===== src/rtl/imm_decode_stage.sv =====
`default_nettype none
// +--------------------------------------------------------------------------+
// | imm_decode_stage : LEGv8 format classify + immediate extend, skid-buffered |
// | rev 1.0                                                                   |
// +--------------------------------------------------------------------------+
module imm_decode_stage #(
  parameter int CNT_W = 16
) (
  input  logic             clk,
  input  logic             rst_n,
  input  logic             flush,
  input  logic             in_valid,
  output logic             in_ready,
  input  logic [31:0]      in_instr,
  output logic             out_valid,
  input  logic             out_ready,
  output logic [31:0]      out_instr,
  output logic [63:0]      out_imm,
  output logic [2:0]       out_fmt,
  output logic [CNT_W-1:0] unk_count
);

  localparam logic [2:0] c_fmt_r  = 3'd0;
  localparam logic [2:0] c_fmt_i  = 3'd1;
  localparam logic [2:0] c_fmt_d  = 3'd2;
  localparam logic [2:0] c_fmt_b  = 3'd3;
  localparam logic [2:0] c_fmt_cb = 3'd4;
  localparam logic [2:0] c_fmt_iw = 3'd5;

  logic [2:0]       w_fmt;
  logic [63:0]      w_imm;
  logic             w_unk;
  logic             w_accept;
  logic             w_out_free;

  logic             r_out_valid;
  logic [31:0]      r_out_instr;
  logic [63:0]      r_out_imm;
  logic [2:0]       r_out_fmt;
  logic             r_skid_valid;
  logic [31:0]      r_skid_instr;
  logic [63:0]      r_skid_imm;
  logic [2:0]       r_skid_fmt;
  logic [CNT_W-1:0] r_unk_count;

  // Priority order matters: earlier, shorter opcodes shadow later ones.
  always_comb begin
    w_fmt = c_fmt_r;
    w_imm = '0;
    w_unk = 1'b0;
    if (in_instr[31:26] == 6'b000101 || in_instr[31:26] == 6'b100101) begin
      w_fmt = c_fmt_b;
      w_imm = {{38{in_instr[25]}}, in_instr[25:0]};
    end else if (in_instr[31:24] == 8'hB4 || in_instr[31:24] == 8'hB5 ||
                 in_instr[31:24] == 8'h54) begin
      w_fmt = c_fmt_cb;
      w_imm = {{45{in_instr[23]}}, in_instr[23:5]};
    end else if (in_instr[31:23] == 9'b110100101) begin
      w_fmt = c_fmt_iw;
      w_imm = {48'd0, in_instr[20:5]} << {in_instr[22:21], 4'b0000};
    end else if (in_instr[31:22] == 10'b1001000100 ||
                 in_instr[31:22] == 10'b1101000100) begin
      w_fmt = c_fmt_i;
      w_imm = {52'd0, in_instr[21:10]};
    end else if (in_instr[31:21] == 11'b11111000010 ||
                 in_instr[31:21] == 11'b11111000000) begin
      w_fmt = c_fmt_d;
      w_imm = {{55{in_instr[20]}}, in_instr[20:12]};
    end else if (in_instr[31:21] == 11'b10001011000 || in_instr[31:21] == 11'b11001011000 ||
                 in_instr[31:21] == 11'b10001010000 || in_instr[31:21] == 11'b10101010000) begin
      w_fmt = c_fmt_r;
    end else begin
      w_unk = 1'b1;
    end
  end

  assign w_accept   = in_valid & ~r_skid_valid;
  assign w_out_free = ~r_out_valid | out_ready;

  always_ff @(posedge clk or negedge rst_n) begin
    if (!rst_n) begin
      r_out_valid  <= 1'b0;
      r_out_instr  <= '0;
      r_out_imm    <= '0;
      r_out_fmt    <= '0;
      r_skid_valid <= 1'b0;
      r_skid_instr <= '0;
      r_skid_imm   <= '0;
      r_skid_fmt   <= '0;
      r_unk_count  <= '0;
    end else if (flush) begin
      r_out_valid  <= 1'b0;
      r_skid_valid <= 1'b0;
    end else begin
      if (w_out_free) begin
        if (r_skid_valid) begin
          r_out_valid  <= 1'b1;
          r_out_instr  <= r_skid_instr;
          r_out_imm    <= r_skid_imm;
          r_out_fmt    <= r_skid_fmt;
          r_skid_valid <= w_accept;
        end else begin
          r_out_valid <= w_accept;
          if (w_accept) begin
            r_out_instr <= in_instr;
            r_out_imm   <= w_imm;
            r_out_fmt   <= w_fmt;
          end
        end
      end else if (w_accept) begin
        r_skid_valid <= 1'b1;
      end
      // Skid payload captures any accept that the output register cannot take.
      if (w_accept && (r_skid_valid || !w_out_free)) begin
        r_skid_instr <= in_instr;
        r_skid_imm   <= w_imm;
        r_skid_fmt   <= w_fmt;
      end
      if (w_accept && w_unk && r_unk_count != {CNT_W{1'b1}}) begin
        r_unk_count <= r_unk_count + {{(CNT_W-1){1'b0}}, 1'b1};
      end
    end
  end

  assign in_ready  = ~r_skid_valid;
  assign out_valid = r_out_valid;
  assign out_instr = r_out_instr;
  assign out_imm   = r_out_imm;
  assign out_fmt   = r_out_fmt;
  assign unk_count = r_unk_count;

endmodule
`default_nettype wire

===== config.mk =====
export PLATFORM = sky130hd
export DESIGN_NAME = imm_decode_stage
export DESIGN_NICKNAME = d
export VERILOG_FILES = /design/src/rtl/imm_decode_stage.sv
export SDC_FILE = /design/constraint.sdc
export NUM_CORES = 1
export LEC_CHECK = 0
export ABC_CLOCK_PERIOD_IN_PS = 4000
export CORE_ASPECT_RATIO = 1.2
export CORE_UTILIZATION = 30
export DETAILED_ROUTE_END_ITERATION = 8
export GPL_TIMING_DRIVEN = 0
export PLACE_DENSITY = 0.54
export SETUP_SLACK_MARGIN = 0.5
export SLEW_MARGIN = 20
export SYNTH_ARGS = -nofsm -noshare
export SYNTH_HDL_FRONTEND = slang
export SYNTH_SLANG_ARGS = --single-unit

===== constraint.sdc =====
create_clock -name clk -period 4 [get_ports clk]
set_input_delay 0.6 -clock clk [delete_from_list [all_inputs] [get_ports clk]]
set_output_delay 0.6 -clock clk [all_outputs]
set_load 0.02 [all_outputs]

Word level (Yosys, flattened, before mapping):

Cells that the tools add are included.

* bits in registers: 216
* bits of input ports: 37
* output and inout bits: 117
* word-level logic and storage cells: 79

* add/subtract/negate cells: 1
* equality and inequality tests: 15
* shifts and indexed selects: 1
* multiplexer cells: 29
* bitwise operators: 5
* reductions and logical operators: 19

Operator list (number)
* 64-bit two-way mux: 7
* 11-bit == test, second input constant: 6
* 32-bit two-way mux: 2
* 16-bit by 6-bit left shift with 64-bit output: 1
* 10-bit == test, second input constant: 2
* 16-bit by 1-bit adder with 16-bit output, second input constant: 1
* 8-bit == test, second input constant: 2
* 16-bit != test, second input constant: 1
* 3-bit two-way mux: 5
* 1-bit two-way mux: 13
* 9-bit == test, second input constant: 1
* 1-bit logical OR: 9
* 8-bit by 7-bit == test with 1-bit output, second input constant: 1
* 6-bit by 3-bit == test with 1-bit output, second input constant: 1
* 6-bit == test, second input constant: 1
* 2-bit two-way mux: 2
* 2-bit AND reduction: 2
* 2-bit nonzero test: 2
* 1-bit logical AND: 3
* 1-bit NOT: 3
* 3-bit AND reduction: 1
* 3-bit nonzero test: 1
* 1-bit AND: 1
* 1-bit zero test: 1
* 1-bit OR: 1

Depth between registers and ports, before layout:

* word-level depth: 13
* mapped depth: 9
* depth with buffers taken out: 7

Worst setup path after synthesis:

OpenSTA, ideal clock, no wires.

* kind: input -> register
* from: input port in_instr[30]
* to: register r_unk_count[8], in the netlist unk_count[8]
* setup time: 0.131 ns
* data arrival time: 2.174 ns
* data required time: 3.869 ns
* path slack: 1.695 ns
* cell stages on the path: 8
* buffers on the path: 2
* cells stage by stage: buf_6 and3b_1 o21a_4 or2_4 nor4_4 buf_6 nand3_1 xnor2_1

* word-level cells in the longest chain between the ends: 13
* elaborated cells between the ends (all ways): 31
* classes of those cells: eq/ne: 14; mux: 6; reduce/logical: 11

RTL lines
* start, declared: RTL line 14 `input logic [31:0] in_instr,`
* 11-bit == test: RTL line 69 `end else if (in_instr[31:21] == 11'b10001011000 || in_instr[31:21] == 11'b11001011000 ||`
* 1-bit logical OR (2 in a row): RTL line 69
* 1-bit logical OR: RTL line 70 `in_instr[31:21] == 11'b10001010000 || in_instr[31:21] == 11'b10101010000) begin`
* 1-bit two-way mux: RTL line 69
* 1-bit two-way mux: RTL line 65 `end else if (in_instr[31:21] == 11'b11111000010 ||`
* 1-bit two-way mux: RTL line 61 `end else if (in_instr[31:22] == 10'b1001000100 ||`
* 1-bit two-way mux: RTL line 58 `end else if (in_instr[31:23] == 9'b110100101) begin`
* 1-bit two-way mux: RTL line 54 `end else if (in_instr[31:24] == 8'hB4 || in_instr[31:24] == 8'hB5 ||`
* 1-bit two-way mux (*): RTL line 51 `if (in_instr[31:26] == 6'b000101 || in_instr[31:26] == 6'b100101) begin`
* 1-bit logical AND (*) (2 in a row): RTL line 119 `if (w_accept && w_unk && r_unk_count != {CNT_W{1'b1}}) begin`
* 2-bit AND reduction (no source line) (*)
* end signal, assigned: RTL line 120 `r_unk_count <= r_unk_count + {{(CNT_W-1){1'b0}}, 1'b1};`
* end, declared: RTL line 44 `logic [CNT_W-1:0] r_unk_count;`

Every way passes the cells marked *; elsewhere a longest branch is shown, timed or not.
A chain may end at the register's enable or synchronous reset.

Worst setup path in the final report:

* from: register r_skid_valid
* to: output port in_ready

* word-level cells in the longest chain between the ends: 1

RTL lines
* start, declared: RTL line 40 `logic r_skid_valid;`
* start signal, assigned: RTL line 101 `r_skid_valid <= w_accept;`
* 1-bit NOT: RTL line 125 `assign in_ready = ~r_skid_valid;`
* end, declared: RTL line 13 `output logic in_ready,`

Every way passes these cells.

==> results.md <==
* Run status: finished, violations left
* Failing checks: negative hold slack
* Share of the yosys chip area belonging to registers at 0.553
* Worst VDD drop at 0.322 mV
* Synth Area in Compound Gates at 0.152
* Antenna violations before repair at 2
* NumNets Final at 1258
* Post-synth cell types at 51
* Mapped Cells at 1052
* Clock root buffer: clkbuf_16
* F_max at approximately 310 MHz
* First drt pass iteration count at 7
* Top FF cell, synth: dfrtp_1
* Synth cell count leaders: dfrtp_1 (216), nand2_1 (210), o21ai_0 (119)
* Starting Density at 0.304
* DR vias at 8546
* Worst-skew pair later-pin latency at 0.52 ns
* Top-area cell type share of the netlist area at 0.553
* Post-DP HPWL at between 20000 and 25000 µm
* Remaining Overflow, GRT at 0
* Cell accounting for the most synthesized area: dfrtp_1
* CP bufs+invs at 5
* Worst R2R End: r_skid_imm[30]$_DFFE_PN0P_
* Final critical-path required period at 3.24 ns
* Worst Hold Class: in2async
* Global-route wire length before repair at a little over 50000 µm
* Mapped Avg Cell Area at between 9 and 10 µm²
* Synth Area in Simple Gates at 0.198
* CP Capture Type: output port
* H-tree levels at 1
* Fin crit share at 0.809
* Worst-margin pin slew at 0.909 ns
* Largest family of logic cells by synthesized area: simple AND/OR/NAND/NOR gates
* PostCTS Resize Cnt at 2
* CP peak stage delay at 0.66 ns
* Final WL at approximately 33000 µm
* Yosys warnings at 0
* Core Area at 32200 µm²
* Number of synthesized flops with an enable pin at 0
* Critical path's most frequent cell: buf_2
* XOR/XNOR Fraction of Synth Area at 0.0134
* Pre-CTS setup slack at around 0.67 ns
* Max Cap Viol at 0
* Clk buf depth at 3
* Reg-to-Reg Start: r_skid_valid$_DFFE_PN0P_
* Gr usage total at 0.196
* Via density at 5.20
* Hold_buf cts at 0
* Die X at 167 µm
* Slowest stage cell, crit path: clkdlybuf4s50_1
* #FFs+latches synth at around 220
* Adder-cell share of the synthesized area at 0.00128
* Static leakage at roughly 0.0053 µW
* Final Instance Area at 12600 µm²
* Final setup vio count at 0
* Most common cell in the netlist: dfrtp_1
* Async S/R FF share, synth at 1.00
* Reg clk slew, reported paths at 0.06 ns
* Worst setup margin at roughly 0.76 ns
* Area Growth Syn to Fin at 28.8%
* Startpoint Class: flop
* Worst rel slew slack at 0.394
* Layout cell share with drive strength beyond 1 at 0.0679
* Core Rows at 72
* Min Hold Slack at -0.00305 ns
* Placed Area at around 12000 µm²
* Worst R2R Setup Slack at 1.34 ns
* Starting DRT DRC Count at 736
* Clock skew at ~0.0096 ns
* Crit-path leading delay family: buffers and inverters
* Post-Synthesis Cell Area at slightly below 10000 µm²
* WL/cell at 19.8 µm
* Worst-path maximum fanout at 10
* Die height at between 150 and 200 µm
* Total CTS buffers at 25
* Req. time, crit path at 3.40 ns
* Mux contribution to synthesized area at 0.0432
* Pin count of the biggest net entering global routing at 90
* Clock tree sinks at approximately 220
* Final hold violations at 2
* I/O pins at between 150 and 200
* PD cells at about 500 nW/µm²
* Worst reg2reg path depth at 7
* Final Max Slew Viols at 0
* Residual DRC at 0
* CTS tree: yes
* Gpl congestion at slightly below 0.9
* Die area at ~33000 µm²
* Total setup buffers inserted after CTS at 0
* Sequence of cells on the critical path: clkbuf_2, clkinvlp_4, buf_2, buf_2, clkdlybuf4s50_1
* Top cells by area, synth: dfrtp_1 (55%), nand2_1 (8.1%), o21ai_0 (6.1%)
* # port buffers at around 140
* Worst Setup Path Type: reg2out
* CP arrival at between 2 and 3 ns
* Syn_nets at around 1100
* Detail Route Antenna Nets at 0
* RSZ-0062 raised after global routing: no
* Vias in the first global route at between 8000 and 9000
-- per-stage QoR --
stage	std cells	setup TNS [ns]	total power, µW	utilization
after floorplan	1052	0	3360	-
after global placement	1598	-1572.16	3940	0.363
after detailed placement	1600	0	3970	0.365
after CTS	1644	0	6340	0.392
after global routing	1644	0	6580	0.392
final	1645	0	6280	0.392
-- area by class of cell --
cell class	instances	area, µm²
clock inverter	6	86.3
inverter	3	15.0
clock buffer	38	764
buffer	89	384
sequential	216	5410
multi-input combinational	744	3990
antenna	1	2.50
fill	3220	19600
timing repair buffer	141	1450
tap	407	509
-- power by group --
group	leakage [µW]	switching, µW	internal (µW)
registers	0.00273	227	2540
clock network	0.000424	914	1440
logic	0.00212	654	497
total	0.00528	1800	4480
-- cells by family (layout without fill, tap and decap cells) --
logic type,count (synthesis),count (layout)
other,0,1
muxes,42,42
adders and majority gates,1,1
and+or+nand+nor,417,417
DFF,216,216
AOI/OAI and AO/OA,269,269
xor gates and xnor gates,15,15
buffers and inverters,92,277
-- state kept, by name, summed over array words and instances, names as in the netlist --
register,flops
out_fmt,3
out_imm,64
out_instr,32
out_valid,1
r_skid_fmt,3
r_skid_imm,64
r_skid_instr,32
r_skid_valid,1
unk_count,16
-- per-layer routing --
metal | GRT usage | vias up | wire [µm]
met2 | 0.330 | 288 | 15600
met1 | 0.257 | 4226 | 14100
met4 | 0.0576 | 2 | 813
met5 | 0 | - | 11
li1 | - | 3977 | -
met3 | 0.0388 | 53 | 2130
-- cells in the final DEF, fill, tap and decap left out, types with 3 or more instances in the layout --
cell type,synthesis,final
a21oi_1,113,113
buf_1,5,3
and4_1,3,3
clkdlybuf4s50_1,0,138
or3_1,40,40
clkbuf_8,0,9
a221oi_1,12,12
nand4_1,7,7
clkinv_2,0,3
a221o_1,9,9
and2_1,3,3
mux2i_1,40,40
xnor2_1,14,14
clkbuf_2,3,4
clkbuf_1,63,66
nor2_1,83,83
nor3_1,3,3
nand3_1,26,26
buf_4,3,3
clkbuf_16,0,25
o21ai_0,119,119
nand3b_1,3,3
nand2_1,210,210
o21ai_1,5,5
dfrtp_1,216,216
buf_2,13,15
and3_1,19,19
-- how the worst max path moves through the flow --
stage                                   from                       end  slack [ns]  cells past startpoint
detailed placement              in_instr[31]   out_imm[50]$_DFFE_PN0P_        0.67                      9
global placement                       rst_n   out_imm[26]$_DFFE_PN0P_       -7.30                      1
finish              r_skid_valid$_DFFE_PN0P_                  in_ready        0.76                      5
global route        r_skid_valid$_DFFE_PN0P_                  in_ready        0.67                      5
CTS                 r_skid_valid$_DFFE_PN0P_                  in_ready        0.54                      5
floorplan                       in_instr[30]  unk_count[8]$_DFFE_PN0P_        1.70                      8
Note: power is estimated with default switching activity, not from simulation.
